[src/rtl/sand_level_ctrl_pkg.sv]
// Shared hourglass constants, FSM state type and the level-to-row mapping helpers.
package sand_level_ctrl_pkg;

  localparam int ROW_W         = 11;
  localparam int LEVEL_MAX_DEF = 69;
  localparam int LEVEL_W_DEF   = 7;
  localparam int SAND_HALF_H   = 68;

  typedef enum logic [1:0] {
    ST_IDLE  = 2'd0,
    ST_RUN   = 2'd1,
    ST_PAUSE = 2'd2,
    ST_DONE  = 2'd3
  } state_e;

  // Lower bulb fills upward from its centre row; L=0 places the top one row below the centre.
  function automatic logic [ROW_W-1:0] row_lower(input logic [ROW_W-1:0] ori,
                                                 input logic [ROW_W-1:0] l);
    return ori + ROW_W'(1) - l;
  endfunction

  function automatic logic [ROW_W-1:0] row_upper(input logic [ROW_W-1:0] ori,
                                                 input logic [ROW_W-1:0] l);
    return ori + l;
  endfunction

endpackage

[src/rtl/sand_level_ctrl_frame_step_div.sv]
// Frame divider: emits a one-cycle step each STEP_FRAMES enabled frame_start pulses.
module frame_step_div #(
  parameter int STEP_FRAMES = 52
) (
  input  logic clk,
  input  logic rst_n,
  input  logic frame_start,
  input  logic enable,
  input  logic clear,
  output logic step
);

  localparam int CW = (STEP_FRAMES > 1) ? $clog2(STEP_FRAMES) : 1;
  localparam logic [CW-1:0] LAST = CW'(STEP_FRAMES - 1);

  logic [CW-1:0] cnt;
  logic          last;

  assign last = (cnt == LAST);
  // Combinational so the level can move in the same cycle frame_start is high.
  assign step = enable & frame_start & ~clear & last;

  always_ff @(posedge clk or negedge rst_n) begin
    if (!rst_n)
      cnt <= '0;
    else if (clear)
      cnt <= '0;
    else if (enable && frame_start)
      cnt <= last ? '0 : cnt + CW'(1);
  end

endmodule

[src/rtl/sand_level_ctrl.sv]
// Sand level sequencer: frame-paced level L and the lower/upper bulb fill rows derived from it.
module sand_level_ctrl
  import sand_level_ctrl_pkg::*;
#(
  parameter int STEP_FRAMES = 52,
  parameter int LEVEL_MAX   = LEVEL_MAX_DEF,
  parameter int LEVEL_W     = LEVEL_W_DEF
) (
  input  logic               clk,
  input  logic               BTN_S_n,
  input  logic               start,
  input  logic               pause,
  input  logic               frame_start,
  input  logic [ROW_W-1:0]   ori_row_lo,
  input  logic [ROW_W-1:0]   ori_row_up,
  output logic [ROW_W-1:0]   lower_row,
  output logic [ROW_W-1:0]   upper_row,
  output logic [LEVEL_W-1:0] level,
  output logic               running,
  output logic               done
);

  localparam logic [LEVEL_W-1:0] LAST_LVL = LEVEL_W'(LEVEL_MAX - 1);

  state_e             state;
  logic [LEVEL_W-1:0] lvl;
  logic [LEVEL_W-1:0] lvl_q;
  logic               div_en;
  logic               step;

  assign div_en = (state == ST_RUN) && !start;

  frame_step_div #(.STEP_FRAMES(STEP_FRAMES)) u_div (
    .clk         (clk),
    .rst_n       (BTN_S_n),
    .frame_start (frame_start),
    .enable      (div_en),
    .clear       (start),
    .step        (step)
  );

  // start overrides everything; within RUN the frame is counted before pause is honoured.
  always_ff @(posedge clk or negedge BTN_S_n) begin
    if (!BTN_S_n) begin
      state   <= ST_IDLE;
      lvl     <= '0;
      running <= 1'b0;
      done    <= 1'b0;
    end else if (start) begin
      state   <= ST_RUN;
      lvl     <= '0;
      running <= 1'b1;
      done    <= 1'b0;
    end else begin
      unique case (state)
        ST_IDLE: ;
        ST_RUN: begin
          if (step) lvl <= lvl + LEVEL_W'(1);
          if (step && lvl == LAST_LVL) begin
            state   <= ST_DONE;
            running <= 1'b0;
            done    <= 1'b1;
          end else if (pause) begin
            state   <= ST_PAUSE;
            running <= 1'b0;
          end
        end
        ST_PAUSE: begin
          if (pause) begin
            state   <= ST_RUN;
            running <= 1'b1;
          end
        end
        ST_DONE: ;
        default: ;
      endcase
    end
  end

  always_ff @(posedge clk or negedge BTN_S_n) begin
    if (!BTN_S_n) lvl_q <= '0;
    else          lvl_q <= lvl;
  end

  // Bulb origins are static, so rows built from lvl_q behave as registered outputs
  // while still resetting to the empty/full positions asynchronously.
  assign level     = lvl_q;
  assign lower_row = row_lower(ori_row_lo, ROW_W'(lvl_q));
  assign upper_row = row_upper(ori_row_up, ROW_W'(lvl_q));

endmodule

[config.mk]
export PLATFORM = sky130hd
export DESIGN_NAME = sand_level_ctrl
export DESIGN_NICKNAME = d
export VERILOG_FILES = /design/src/rtl/sand_level_ctrl_pkg.sv /design/src/rtl/sand_level_ctrl_frame_step_div.sv /design/src/rtl/sand_level_ctrl.sv
export SDC_FILE = /design/constraint.sdc
export NUM_CORES = 1
export LEC_CHECK = 0
export CAP_MARGIN = 30
export CORE_MARGIN = 2
export CORE_UTILIZATION = 40
export DETAILED_ROUTE_END_ITERATION = 7
export HOLD_SLACK_MARGIN = 0.1
export PLACE_DENSITY = 0.7
export SYNTH_ARGS = -nofsm -noshare
export SYNTH_HDL_FRONTEND = slang
export SYNTH_HIERARCHICAL = 1
export SYNTH_SLANG_ARGS = --single-unit
export TNS_END_PERCENT = 1
[constraint.sdc]
create_clock -name clk -period 2.1 [get_ports clk]
set_input_delay 0.315 -clock clk [delete_from_list [all_inputs] [get_ports clk]]
set_output_delay 0.315 -clock clk [all_outputs]
set_load 0.005 [all_outputs]
After elaboration in Yosys (flattened, before gate mapping) --
Index checks and enable logic that the tools add are counted.
Operators by class: add/subtract/negate cells 5, multipliers 0, divide/modulo/power cells 0, $lt $le $gt $ge 0, equality and inequality tests 6, shifts and indexed selects 0, mux-type cells 19, bitwise operators 4, reductions and logical operators 12
Operators with widths (number):
- $mux 7 | 3
- $mux 6 | 3
- $add 11x1->11 const B | 1
- $add 11x7->11 | 1
- $sub 11x7->11 | 1
- $mux 2 | 4
- $reduce_bool 2->1 | 4
- $add 7x1->7 const B | 1
- $eq 7x7->1 const B | 1
- $mux 1 | 7
- $add 6x1->6 const B | 1
- $eq 6x6->1 const B | 1
- $ne 4x3->1 const B | 1
- $pmux 2 s2 | 1
- $reduce_and 2->1 | 2
- $and 1x1->1 | 3
- $logic_and 1x1->1 | 3
- $ne 3x3->1 const B | 1
- $reduce_and 3->1 | 1
- $reduce_bool 3->1 | 1
- $eq 2x1->1 const B | 1
- $eq 2x2->1 const B | 1
- $pmux 1 s2 | 1
- $logic_not 1->1 | 1
- $not 1->1 | 1
Storage, ports and cells: register bits 24, bits in latches 0, memory bits (writable) 0, bits in read-only memories 0, output and inout port bits 31, logic and storage cells 52, memories kept 0

Depth between registers and ports, before layout --
Gate-level depths: netlist of run 1.
depth after elaboration 9, gate-level depth with buffers 10, depth with buffers taken out 10

By module --
Netlist of run 1, hierarchy kept.
By module, submodules not included:
- sand_level_ctrl | times used 1, cells an instance 170, area an instance 1590.3 µm²
- frame_step_div | times used 1, cells an instance 40, area an instance 362.8 µm²

Worst setup path before layout of run 1 --
OpenSTA, ideal clock, no wires.
path kind register -> output, start register lvl_q[5] (netlist: level[5]), end output lower_row[10], arrival time 2.041 ns, required time 1.785 ns, path slack -0.256 ns, cell stages (with the launch flop) 9, buffers on the path 0, cells stage by stage dfrtp_1 -> inv_1 -> ha_1 -> ha_1 -> and3_1 -> a2111oi_4 -> o21ai_2 -> a21oi_2 -> xnor2_1
On the way: longest elaborated chain between the ends 1
RTL lines:
- start: declaration | line sand_level_ctrl.sv:27 | logic [LEVEL_W-1:0] lvl_q;
- start signal: assignment | line sand_level_ctrl.sv:82 | else lvl_q <= lvl;
- $sub 11x7->11 | line sand_level_ctrl_pkg.sv:19 | return ori + ROW_W'(1) - l;
- end: declaration | line sand_level_ctrl.sv:16 | output logic [ROW_W-1:0] lower_row,
No other way between the ends.

Final worst setup path of run 1 --
Ends and elaborated chain as after synthesis.

==> results.sh, run 1 <==
export IMPL_die_x_um=73.9
export IMPL_syn_area_per_cell_um2=9.30
export IMPL_arrival_ns=2.43
export IMPL_holdWs_ns=0.394
export IMPL_hold_path_class="in2async"
export IMPL_synth_seq_area_share=0.307
export IMPL_drv_cap=0
export IMPL_grt_first_pass_wirelength_mm=8.14
export IMPL_vias=1887
export IMPL_synthesis_area_mm2=0.00195
export IMPL_finalHoldViolCount=0
export IMPL_dp_cells=386
export IMPL_ys_flop_type="dfrtp_1"
export IMPL_gp_congestion=0.840
export IMPL_synthesis_nets=265
export IMPL_netlist_area_leader_share=0.307
export IMPL_cts_htree_levels=1
export IMPL_routedWlPerCell_um=12.5
export IMPL_fin_ws_ns=-0.649
export IMPL_insertion_delay_ns=0.26
export IMPL_dieHeight_um=73.9
export IMPL_final_common_cell="buf_4"
export IMPL_crit_path_end_kind="output port"
export IMPL_synth_area_leaders="dfrtp_1, ha_1, xnor2_1, xor2_1, inv_1"
export IMPL_cp_slowest_cell="dfrtp_1"
export IMPL_dp_hpwl_mm=3.91
export IMPL_layout_common_cells="buf_4, clkdlybuf4s50_1, dfrtp_1, inv_1, ha_1"
export IMPL_failed_checks="negative setup slack"
export IMPL_synth_seq_cells=24
export IMPL_synth_async_sr_flop_share=1.00
export IMPL_cp_top_family="compound AO/OA/AOI/OAI gates"
export IMPL_postSynthCellCount=210
export IMPL_grt_pass1_vias=1808
export IMPL_grt_max_degree=25
export IMPL_cp_common_cell="ha_4"
export IMPL_synth_edff_count=0
export IMPL_status="finished with violations"
export IMPL_via_per_inst=4.79
export IMPL_final_core_utilization=0.688
export IMPL_ir_drop_mv=0.417
export IMPL_drc=0
export IMPL_placed_cell_area_mm2=0.00309
export IMPL_rsz0062_at_grt="yes"
export IMPL_antenna_found_initial=0
export IMPL_crit_path_start_kind="register"
export IMPL_place_ws_ns=-1.13
export IMPL_finalPower_mw=1.31
export IMPL_instances_no_fill=394
export IMPL_rows=25
export IMPL_r2r_cells=7
export IMPL_worst_path_max_fanout=4
export IMPL_tightest_slew_ns=0.352
export IMPL_fin_area_mm2=0.00325
export IMPL_path_clk_slew_ns=0.08
export IMPL_relSlewSlack=0.765
export IMPL_dr_pass1_iters=4
export IMPL_start_util=0.414
export IMPL_synth_cell_type_count=47
export IMPL_slew_viol_final=0
export IMPL_fin_crit_sh=1.31
export IMPL_p_per_area_mw_per_mm2=403
export IMPL_total_leakage_power_nw=1.50
export IMPL_ant_nets=0
export IMPL_drt_wl_total_mm=4.91
export IMPL_clock_fmax_mhz=364
export IMPL_min_period_ns=2.75
export IMPL_synthToLayoutAreaGrowth_pct=66.4
export IMPL_port_buffers=57
export IMPL_num_fill_cells=384
export IMPL_cts_max_path_buffers=2
export IMPL_final_nets=383
export IMPL_setup_viol=16
export IMPL_io_pins=58
export IMPL_root_buffer="clkbuf_8"
export IMPL_worst_path_stages=10
export IMPL_coreArea_mm2=0.00472
export IMPL_critPathKind="reg2out"
export IMPL_cts_tree="yes"
export IMPL_yosysTopAreaCell="dfrtp_1"
export IMPL_track_usage=0.192
export IMPL_diodes=0
export IMPL_worstPathRequired_ns=1.78
export IMPL_yosys_warnings=6
export IMPL_dieArea_mm2=0.00546
export IMPL_cts_sinks=24
export IMPL_drtIter0Drc=30
export IMPL_slowest_delay_ns=0.42
export IMPL_drive_gt1_frac=0.367
export IMPL_path_buf_inv=3
export IMPL_path_cells="inv_2, ha_4, ha_4, and2_2, a2111oi_4, buf_4, o21ai_2, a21oi_2, xnor2_1, buf_2"
export IMPL_cts_made_buffers=3
export IMPL_fin_worst_skew_ns=0.00293
export IMPL_gr_total_overflow=0
export IMPL_setup_tns_ns=-5.36
## Yosys cell counts (2+ instances only)
cell and count:
nor3_1 2, nor2b_1 4, xnor2_1 13, nor2_1 15, nand2b_1 3, o21ai_0 6
or3_1 2, nand2_1 10, a21oi_2 2, dfrtp_1 24, a21o_1 4, a31oi_1 2
ha_1 26, fa_1 2, and2_2 2, o21bai_1 4, nand4_1 3, a21oi_1 15
xor2_1 10, inv_1 23, nand3_1 9, o21a_1 2, o211ai_1 2, and3_1 2
## what timing repair did
item,in CTS,in global routing
pin swaps,24,4
buffers inserted,4,0
hold buffers,0,0
setup endpoints to repair,21,19
resized for setup,88,13
## report_power, final
part	switching [mW]	total (mW)	internal, mW
sequential	0.00539	0.475	0.469
combinational	0.183	0.437	0.254
clock	0.142	0.397	0.255
## cells by family (layout without fill, tap and decap cells)
| family | count (synthesis) | after routing | synth area share |
|---|---|---|---|
| flip-flops | 24 | 24 | 0.307 |
| AO/OA/AOI/OAI | 51 | 51 | 0.190 |
| AND/OR/NAND/NOR | 59 | 59 | 0.164 |
| buffers and inverters | 25 | 142 | 0.0487 |
| adder cells (fa/ha/maj) | 28 | 28 | 0.187 |
| XOR/XNOR | 23 | 23 | 0.103 |
## cell type report
class / count / area (um^2) / area share
Multi-Input combinational cell: 161 / 1470 / 0.452
Timing Repair Buffer: 115 / 940 / 0.289
Sequential cell: 24 / 601 / 0.185
Inverter: 23 / 86.3 / 0.0266
Tap cell: 67 / 83.8 / 0.0258
Clock buffer: 3 / 41.3 / 0.0127
Clock inverter: 1 / 30.0 / 0.00924
## sequential cells by signal (all words and copies together), names as in the netlist
| register | count |
|---|---|
| level | 7 |
| lvl | 7 |
| u_div/cnt | 6 |
| state | 2 |
| done | 1 |
| running | 1 |
## layer usage
metal  track usage  share of wire
met5             0              0
met4        0.0485         0.0094
met3        0.0137          0.030
met2         0.336           0.49
met1         0.254           0.47
## path summary, 6_finish.rpt
| kind | endpoint | slack (ns) | startpoint |
|---|---|---|---|
| max in group asynchronous | u_div/cnt[5] | 1.48 | BTN_S_n |
| min reg2reg | level[6] | 0.43 | lvl[6] |
| min in group clk | level[6] | 0.43 | lvl[6] |
| min | u_div/cnt[1] | 0.39 | BTN_S_n |
| max reg2reg | running | 0.16 | u_div/cnt[2] |
| max | lower_row[10] | -0.65 | level[5] |
Power figures use the tool's default switching activity.
==> inputs of run 2 (changes only) <==
--- a/config.mk
+++ b/config.mk
@@ -5,12 +5,12 @@
 export SDC_FILE = /design/constraint.sdc
 export NUM_CORES = 1
 export LEC_CHECK = 0
-export CAP_MARGIN = 30
-export CORE_MARGIN = 2
+export CAP_MARGIN = 20
 export CORE_UTILIZATION = 40
 export DETAILED_ROUTE_END_ITERATION = 7
 export HOLD_SLACK_MARGIN = 0.1
 export PLACE_DENSITY = 0.7
+export SETUP_SLACK_MARGIN = 0.4
 export SYNTH_ARGS = -nofsm -noshare
 export SYNTH_HDL_FRONTEND = slang
 export SYNTH_HIERARCHICAL = 1
==> run 2 against run 1 <==
Net effect: the flow still finishes with violations (negative setup slack); combinational power up 3%; count of clock-buffer cells in the layout unchanged; via count increased by 2.6%; non-clock buffer count up 2; critical path depth is 3 higher; die area fell by 5.3%; sequential share of layout area shrank 0.18 points; critical endpoint is now lower_row[5].
==> results.sh, run 2 (same netlist as run 1, synthesis figures left out) <==
export IMPL_status="finished with violations"
export IMPL_failed_checks="negative setup slack"
export IMPL_dieHeight_um=71.9
export IMPL_relSlewSlack=0.742
export IMPL_tightest_slew_ns=0.387
export IMPL_gp_congestion=0.835
export IMPL_arrival_ns=2.46
export IMPL_coreArea_mm2=0.00472
export IMPL_rsz0062_at_grt="yes"
export IMPL_ir_drop_mv=0.343
export IMPL_drv_cap=0
export IMPL_ant_nets=0
export IMPL_vias=1936
export IMPL_setup_viol=15
export IMPL_drt_wl_total_mm=5.09
export IMPL_drc=0
export IMPL_root_buffer="clkbuf_8"
export IMPL_hold_path_class="in2async"
export IMPL_insertion_delay_ns=0.26
export IMPL_drtIter0Drc=52
export IMPL_antenna_found_initial=0
export IMPL_p_per_area_mw_per_mm2=361
export IMPL_grt_max_degree=25
export IMPL_dr_pass1_iters=4
export IMPL_final_nets=385
export IMPL_cts_htree_levels=1
export IMPL_slowest_delay_ns=0.42
export IMPL_min_period_ns=2.77
export IMPL_drive_gt1_frac=0.399
export IMPL_globalRouteMet2Util=0.399
export IMPL_fin_ws_ns=-0.672
export IMPL_fin_worst_skew_ns=0.00258
export IMPL_rows=25
export IMPL_crit_path_start_kind="register"
export IMPL_final_common_cell="buf_4"
export IMPL_fin_crit_sh=1.32
export IMPL_synthToLayoutAreaGrowth_pct=68.0
export IMPL_grt_pass1_vias=1925
export IMPL_place_ws_ns=-1.19
export IMPL_path_clk_slew_ns=0.07
export IMPL_port_buffers=57
export IMPL_cts_max_path_buffers=2
export IMPL_track_usage=0.210
export IMPL_worst_path_max_fanout=2
export IMPL_cts_made_buffers=3
export IMPL_instances_no_fill=395
export IMPL_total_leakage_power_nw=1.49
export IMPL_finalPower_mw=1.18
export IMPL_busiest_layer="met2"
export IMPL_gr_total_overflow=0
export IMPL_cts_sinks=24
export IMPL_cts_tree="yes"
export IMPL_layout_common_cells="buf_4, clkdlybuf4s50_1, dfrtp_1, inv_1"
export IMPL_slew_viol_final=0
export IMPL_setup_tns_ns=-5.82
export IMPL_die_x_um=71.9
export IMPL_cp_slowest_cell="dfrtp_1"
export IMPL_grt_util_met3=0.0211
export IMPL_finalHoldViolCount=0
export IMPL_start_util=0.414
export IMPL_crit_path_end_kind="output port"
export IMPL_via_per_inst=4.90
export IMPL_io_pins=58
export IMPL_cp_common_cell="buf_6"
export IMPL_dp_cells=385
export IMPL_diodes=0
export IMPL_critPathKind="reg2out"
export IMPL_dieArea_mm2=0.00517
export IMPL_worstPathRequired_ns=1.78
export IMPL_clock_fmax_mhz=361
export IMPL_grt_util_met1=0.247
export IMPL_final_core_utilization=0.695
export IMPL_path_cells="ha_4, inv_2, ha_4, fa_2, a21oi_2, buf_4, buf_6, buf_6, buf_6, buf_6, o21bai_1, xor2_1, buf_2"
export IMPL_dp_hpwl_mm=3.86
export IMPL_routedWlPerCell_um=12.9
export IMPL_grt_first_pass_wirelength_mm=8.50
[run 2: routing by layer]
metal  wire length [um]  part of all wire
met1               2160              0.42
met2               2660              0.52
met3                198             0.039
met4                 70             0.014
met5                  0                 0
[run 2: timing repair]
item / CTS / global route
gates resized for setup: 101 / 23
hold buffers: 0 / 0
setup buffers: 7 / 0
setup endpoints to repair: 33 / 31
pin swaps: 43 / 29
[run 2: final timing paths]
| path | start | end | cells after the start | slack, ns |
|---|---|---|---|---|
| setup reg to reg | u_div/cnt[1] | running | 7 | 0.20 |
| setup / recovery | level[1] | lower_row[5] | 13 | -0.67 |
| hold / removal | BTN_S_n | u_div/cnt[0] | 2 | 0.40 |
| max in group asynchronous | BTN_S_n | lvl[6] | 2 | 1.47 |
| min in group clk | lvl[6] | level[6] | 0 | 0.43 |
| hold reg to reg | lvl[6] | level[6] | 0 | 0.43 |
[run 2: critical path, delay by kind of cell (launching register included)]
| family | cells | cell delay (ns) |
|---|---|---|
| fa+ha+maj | 3 | 0.80 |
| buf+inv | 7 | 0.61 |
| compound gates | 2 | 0.23 |
| xor+xnor | 1 | 0.14 |
| flops | 1 | 0.42 |
[run 2: power by group]
part	switching, mW	internal, mW
sequential	0.00521	0.469
clock	0.131	0.128
combinational	0.188	0.262
total	0.324	0.860
[run 2: cell type report]
type / count / area, um^2
Clock buffer: 3 / 41.3
Fill cell: 371 / 1440
Inverter: 23 / 86.3
Multi-Input combinational cell: 161 / 1500
Sequential cell: 24 / 601
Tap cell: 67 / 83.8
Timing Repair Buffer: 117 / 971
[run 2: stage by stage]
stage / hold WS [ns] / instance area, um^2
final: 0.400 / 3280
after global placement: 0.414 / 3080
after floorplan: 0.0194 / 2030
after global routing: 0.427 / 3280
after detailed placement: 0.410 / 3080
after CTS: 0.407 / 3230
